[config.mk]
export PLATFORM = sky130hd
export DESIGN_NAME = iob_sync_asym_fifo
export DESIGN_NICKNAME = d
export VERILOG_FILES = /design/src/rtl/iob_sync_asym_fifo.sv
export SDC_FILE = /design/constraint.sdc
export NUM_CORES = 1
export LEC_CHECK = 0
export ABC_AREA = 1
export BUFFER_PORTS_ARGS = -buffer_cell sky130_fd_sc_hd__buf_4
export CAP_MARGIN = 30
export CORE_MARGIN = 3
export CORE_UTILIZATION = 65
export CTS_BUF_LIST = sky130_fd_sc_hd__clkbuf_8
export DETAILED_ROUTE_END_ITERATION = 10
export PLACE_DENSITY = 0.82
export SETUP_SLACK_MARGIN = 0.2
export SLEW_MARGIN = 20
export SYNTH_ARGS = -nofsm -noshare
export SYNTH_HDL_FRONTEND = slang
export SYNTH_SLANG_ARGS = --single-unit
[constraint.sdc]
create_clock -name clk -period 5.3 [get_ports clk]
set_input_delay 0.795 -clock clk [delete_from_list [all_inputs] [get_ports clk]]
set_output_delay 0.795 -clock clk [all_outputs]
set_load 0.02 [all_outputs]
[src/rtl/iob_sync_asym_fifo.sv]
// ============================================================================
// Module   : iob_sync_asym_fifo
// Purpose  : Single-clock FIFO with power-of-2 ratio between write and read
//            widths; storage, pointers and level counted in minimum words.
// Options  : IOB_FIFO_ALMOST_FLAGS_EN adds registered almost-full/empty flags.
// Revision : 1.0 - initial release
// ============================================================================
`default_nettype none

module iob_sync_asym_fifo #(
    parameter int W_DATA_W = 32,
    parameter int R_DATA_W = 8,
    parameter int ADDR_W   = 6
`ifdef IOB_FIFO_ALMOST_FLAGS_EN
    ,
    parameter int ALM_FULL_THR  = (2 ** ADDR_W) - 4,
    parameter int ALM_EMPTY_THR = 4
`endif
) (
    input  logic                clk,
    input  logic                rst,
    input  logic [W_DATA_W-1:0] w_data,
    input  logic                w_en,
    output logic                w_full,
    output logic [R_DATA_W-1:0] r_data,
    input  logic                r_en,
    output logic                r_empty,
    output logic [ADDR_W:0]     level
`ifdef IOB_FIFO_ALMOST_FLAGS_EN
    ,
    output logic                w_almost_full,
    output logic                r_almost_empty
`endif
);

    localparam int MIN_W   = (W_DATA_W < R_DATA_W) ? W_DATA_W : R_DATA_W;
    localparam int W_RATIO = W_DATA_W / MIN_W;
    localparam int R_RATIO = R_DATA_W / MIN_W;
    localparam int DEPTH   = 2 ** ADDR_W;

    localparam logic [ADDR_W:0]   c_DEPTH_LVL   = (ADDR_W + 1)'(DEPTH);
    localparam logic [ADDR_W:0]   c_W_RATIO_LVL = (ADDR_W + 1)'(W_RATIO);
    localparam logic [ADDR_W:0]   c_R_RATIO_LVL = (ADDR_W + 1)'(R_RATIO);
    localparam logic [ADDR_W-1:0] c_W_STEP      = ADDR_W'(W_RATIO);
    localparam logic [ADDR_W-1:0] c_R_STEP      = ADDR_W'(R_RATIO);

    logic [MIN_W-1:0]    mem_q [DEPTH];
    logic [ADDR_W-1:0]   w_ptr_q;
    logic [ADDR_W-1:0]   w_ptr_d;
    logic [ADDR_W-1:0]   r_ptr_q;
    logic [ADDR_W-1:0]   r_ptr_d;
    logic [ADDR_W:0]     level_q;
    logic [ADDR_W:0]     level_d;
    logic [R_DATA_W-1:0] r_data_q;
    logic [R_DATA_W-1:0] r_data_d;
    logic                w_wr_acc;
    logic                w_rd_acc;

    // Flags derive from the registered level only, so no input reaches an output.
    assign w_full   = (c_DEPTH_LVL - level_q) < c_W_RATIO_LVL;
    assign r_empty  = level_q < c_R_RATIO_LVL;
    assign level    = level_q;
    assign r_data   = r_data_q;

    assign w_wr_acc = w_en & ~w_full;
    assign w_rd_acc = r_en & ~r_empty;

    always_comb begin
        w_ptr_d  = w_wr_acc ? w_ptr_q + c_W_STEP : w_ptr_q;
        r_ptr_d  = w_rd_acc ? r_ptr_q + c_R_STEP : r_ptr_q;
        level_d  = level_q + (w_wr_acc ? c_W_RATIO_LVL : '0)
                           - (w_rd_acc ? c_R_RATIO_LVL : '0);
        r_data_d = r_data_q;
        // Oldest minimum word lands in the least significant slice.
        if (w_rd_acc) begin
            for (int i = 0; i < R_RATIO; i++) begin
                r_data_d[i*MIN_W +: MIN_W] = mem_q[r_ptr_q + ADDR_W'(i)];
            end
        end
    end

    always_ff @(posedge clk) begin
        if (!rst && w_wr_acc) begin
            for (int i = 0; i < W_RATIO; i++) begin
                mem_q[w_ptr_q + ADDR_W'(i)] <= w_data[i*MIN_W +: MIN_W];
            end
        end
    end

    always_ff @(posedge clk) begin
        if (rst) begin
            w_ptr_q  <= '0;
            r_ptr_q  <= '0;
            level_q  <= '0;
            r_data_q <= '0;
        end else begin
            w_ptr_q  <= w_ptr_d;
            r_ptr_q  <= r_ptr_d;
            level_q  <= level_d;
            r_data_q <= r_data_d;
        end
    end

`ifdef IOB_FIFO_ALMOST_FLAGS_EN
    logic w_almost_full_q;
    logic r_almost_empty_q;

    // Registered from the next level so they always agree with level.
    always_ff @(posedge clk) begin
        if (rst) begin
            w_almost_full_q  <= 1'b0;
            r_almost_empty_q <= 1'b1;
        end else begin
            w_almost_full_q  <= int'(level_d) >= ALM_FULL_THR;
            r_almost_empty_q <= int'(level_d) <= ALM_EMPTY_THR;
        end
    end

    assign w_almost_full  = w_almost_full_q;
    assign r_almost_empty = r_almost_empty_q;
`endif

endmodule

`default_nettype wire
* Word level (Yosys, flattened, before mapping)
Memories as Yosys holds them, arrays and structs flattened. A register that Yosys moved wholly into a read port is not among the register bits.
Cells that the tools add are included.
** Operators by class
- Add/subtract/negate cells :: 8
- Multipliers :: 0
- Divide/modulo/power cells :: 0
- Order comparisons :: 2
- Eq/ne operators :: 0
- Shift-type cells :: 0
- Muxes and demuxes :: 4
- Bitwise operators :: 4
- Reductions and logical operators :: 2
** Operator list (count)
- adder 6 x 1 -> 6 bit, second input constant :: 2
- adder 6 x 2 -> 6 bit, second input constant :: 2
- adder 7 x 3 -> 7 bit :: 1
- less-than comparator 7 x 1 -> 1 bit, second input constant :: 1
- less-than comparator 7 x 3 -> 1 bit, second input constant :: 1
- subtractor 7 x 1 -> 7 bit :: 1
- subtractor 7 bit, first input constant :: 1
- adder 6 x 3 -> 6 bit, second input constant :: 1
- 2-to-1 mux 1 bit :: 3
- 2-to-1 mux 3 bit :: 1
- AND 1 bit :: 2
- inverter 1 bit :: 2
- logical AND 1 bit :: 1
- logical NOT 1 bit :: 1
** Storage, ports and cells
- Flip-flop bits (word level) :: 19
- Latch bits :: 0
- Memory bits (writable) :: 512
- Memory bits (read-only) :: 0
- Input bits :: 36
- Output and inout port bits :: 17
- Logic and storage cells :: 24
- Memories kept :: 1
** Memory list
- mem_q :: words 64, width 8, rd ports 1, clocked after Yosys merged registers in 1, write ports 4, line 47 : logic [MIN_W-1:0] mem_q [DEPTH];

* Logic depth before layout (Yosys ltp)
- Depth in word-level cells :: 7
- Depth in mapped cells :: 16
- Gate-level depth less buffers :: 15

* Least setup slack after synthesis
No wires, ideal clock.
- Path type :: reg-to-reg
- Start :: reg level_q[4], in the netlist level[4]
- End :: mem mem_q[56][0] (netlist bit) (enable)
- Library setup time :: 461 ps
- Arrival :: 3887 ps
- Data required time :: 4839 ps
- Path slack :: 951 ps
- Stages on the path, launching flop included :: 9
- Path buffers :: 0
- Period minus slack after synthesis :: 4349 ps
- Cell sequence :: dfxtp_1 inv_1 ha_1 or2_2 nand4_1 nand3_2 nor2_1 nand2_1 nor3_1
** RTL lines
- start, declared :: line 52 : logic [ADDR_W:0] level_q;
- start signal, assigned :: line 99 : level_q <= level_d;
- end, declared :: line 47

* Worst setup path after layout
- Start :: reg level_q[3], in the netlist level[3]
- End :: reg level_q[5], in the netlist level[5]
** Between the ends
- Word-level cells in the longest chain between the ends :: 7
- Elaborated cells between the ends (all ways) :: 11
- Those cells by class :: 3 x add/sub; 2 x order compare; 2 x mux; 4 x bitwise
** Ends and longest elaborated chain
- subtractor 7 bit :: line 60 : assign w_full = (c_DEPTH_LVL - level_q) < c_W_RATIO_LVL;
- less-than comparator 7 x 3 -> 1 bit :: line 60
- inverter 1 bit :: line 65 : assign w_wr_acc = w_en & ~w_full;
- AND 1 bit :: line 65
- 2-to-1 mux 3 bit :: line 71 : level_d = level_q + (w_wr_acc ? c_W_RATIO_LVL : '0)
- adder 7 x 3 -> 7 bit :: line 71
- subtractor 7 x 1 -> 7 bit (*) :: line 72 : - (w_rd_acc ? c_R_RATIO_LVL : '0);
Every way passes the cells marked *; elsewhere a longest branch is shown, timed or not.
A chain may end at the register's enable or synchronous reset.

==> impl_metrics.py <==
metrics = {
    "outcome": {
        "outcome": "complete, no violations",
    },
    "synth": {
        "ys_warn_count": 0,
        "avgSynthCellArea_um2": 10.8,
        "yosys.area.top_type": "edfxtp_1",
        "netlist_area_um2": 22400,
        "synthCells": 2082,
        "synth_seq_cells": 537,
        "synthDominantCellAreaShare_pct": 68.5,
        "yosysMostFrequentCell": "nand2_1",
        "synth_flop_cell": "edfxtp_1",
        "synth_common_cells": "nand2_1, edfxtp_1, nand3_1",
        "synthTopCellsByArea": "edfxtp_1, nand2_1, nand3_1, nor2_1, inv_1",
        "synth-async-reset-ratio_pct": 0,
        "synth.distinct_cells": 24,
        "synth_edf_count": 512,
        "syn-num-nets": 2132,
        "synth_seq_area_share_pct": 70.8,
    },
    "place": {
        "place_congestion": 0.839,
        "port_buffers": 52,
        "dp_hpwl_um": 30100,
    },
    "cts": {
        "clock-sinks": 537,
        "cts_buffers": 84,
        "clk_latency_ns": 0.64,
        "cts_setup_buffers": 0,
        "htreeDepth": 3,
        "clk_pin_slew_ns": 0.06,
        "ctsRootBufferMaster": "clkbuf_8",
        "hold_buffers": 0,
        "cts_tree": "built",
        "clock_path_buffers": 3,
        "cts.repair.resized": 0,
    },
    "power_and_ir_drop": {
        "leakage_nw": 9.84,
        "p_per_area_nw_per_um2": 408,
        "ir_drop_mv": 0.819,
    },
    "setup_path": {
        "critPathRequiredTime_ns": 5.79,
        "endpoint_kind": "register",
        "critPathKind": "register to register",
        "cp_max_fo": 19,
        "cp.arrival_ns": 3.94,
        "start_kind": "register",
    },
    "floorplan": {
        "core_um2": 33800,
        "rows": 67,
        "ioPinCount": 53,
        "design.die.area_um2": 36800,
        "die_w_um": 192,
        "die_h_um": 192,
        "start_util_pct": 66.4,
    },
    "global_routing": {
        "grt_overflow_total": 0,
        "busiest_layer": "met2",
        "use_met2_pct": 48.6,
        "antenna_found_initial": 3,
        "grt_pass1_wl_um": 84000,
        "grt_pass1_vias": 15300,
        "grt_use_met1_pct": 40.8,
        "globalRouteTotalUtil_pct": 30.4,
        "grt_max_degree": 224,
        "met3_usage_pct": 5.82,
    },
    "drt": {
        "wirelength_um": 55400,
        "postRouteAntennaNets": 0,
        "vias": 15500,
        "drc": 0,
        "wl_per_cell_um": 20.8,
        "via_per_inst": 5.84,
        "first_pass_iters": 6,
        "drt-initial-drc-count": 1855,
    },
    "timing": {
        "timing.final.max_slew_violations": 0,
        "clock_skew_ns": 0.0458,
        "fmax_ghz": 0.290,
        "finalSetupTns_ns": 0,
        "setup_violations": 0,
        "fin_crit_ns": 3.45,
        "hold_viol_final": 0,
        "slew_headroom_pct": 20.5,
        "rsz0062_at_grt": "false",
        "tightest_slew_ns": 1.19,
        "final.period_utilization_pct": 65.2,
    },
    "run": {
        "maxCapViolCount": 0,
    },
    "finish": {
        "area_growth_pct": 11.5,
        "final_layout_size_suffix_gt1_share_pct": 9.59,
        "nets": 2196,
        "finish.utilization_pct": 74.0,
    },
    "hold_path": {
        "holdCritPathClass": "input port to register",
    },
}
kinds of logic (layout without fill, tap and decap cells):
logic type                 Yosys count  in the layout  share of synthesized area [%]
buffers and inverters              274            402                           5.07
AOI/OAI and AO/OA                  104            104                           2.35
other                                0              3                              0
xor gates and xnor gates             2              2                         0.0781
adders and majority gates           14             14                          0.814
DFF                                537            537                           70.8
and+or+nand+nor                   1151           1151                           20.9
layout make-up:
type                    count  area (um2)
flip-flops and latches    537       15900
fillers                  2135        8770
multi-input cells        1271        5540
clock buffers              94        1290
repair buffers             86         863
inverters                 166         633
well taps                 448         561
clock inverters            56         235
diodes                      3        7.51
worst max-delay path, cell delays in order (launching register included):
cell	delay (ns)
dfxtp_1	0.41
inv_1	0.12
ha_1	0.24
nand2_1	0.07
nand3_1	0.08
nand2_1	0.14
clkinv_1	0.68
ha_1	0.48
inv_1	0.06
ha_1	0.17
inv_1	0.07
fa_1	0.43
nor2_1	0.12
a211oi_1	0.06
o21ai_0	0.15
a21oi_1	0.06
worst paths after layout:
kind	slack [ns]	end	start	cells after the start
setup reg to reg	1.85	level[5]	level[3]	15
setup / recovery	1.85	level[5]	level[3]	15
hold reg to reg	0.60	r_data[0]	r_data[0]	4
hold / removal	0.50	mem_q[40][6]	w_data[6]	1
cells in the final DEF, fill, tap and decap left out, drive strengths merged:
master and n:
clkinv 26, nor3 9, o22ai 1, buf 86, clkbuf 94, edfxtp 512, a21oi 42, dfxtp 25
a211oi 1, o21ai 59, inv 196, nand2 653, nand3 281, fa 1, o21bai 1, diode 3
xor2 2, nand4 3, or2 1, nor2 204, ha 13
state kept, by name, summed over array words and instances, names as in the netlist:
name	count
mem_q	512
r_data	8
w_ptr_q	4
r_ptr_q	6
level	7
where the power goes:
group / leakage (nW) / switching, mW / internal [mW]
combinational: 4.11 / 1.44 / 0.646
clock: 0.908 / 1.56 / 1.62
sequential: 4.82 / 0.174 / 4.78
routing by layer:
metal  part of all wire, %  wire length, um
met3                    11             6020
met1                    38            20800
met4                   3.8             2100
met2                    48            26400
met5                 0.029               16
metrics by stage:
step	worst slack (ns)	cells	power [mW]	hold slack [ns]	instance area (um2)
after global routing	1.62	2659	10.7	0.495	25000
after floorplan	0.951	2082	6.43	0.547	22400
after detailed placement	1.76	2501	7.07	0.587	23300
final	1.85	2661	10.2	0.497	25000
after CTS	1.75	2651	10.2	0.478	24800
after global placement	1.90	2496	6.98	0.579	23200
Note: power is estimated with default switching activity, not from simulation.
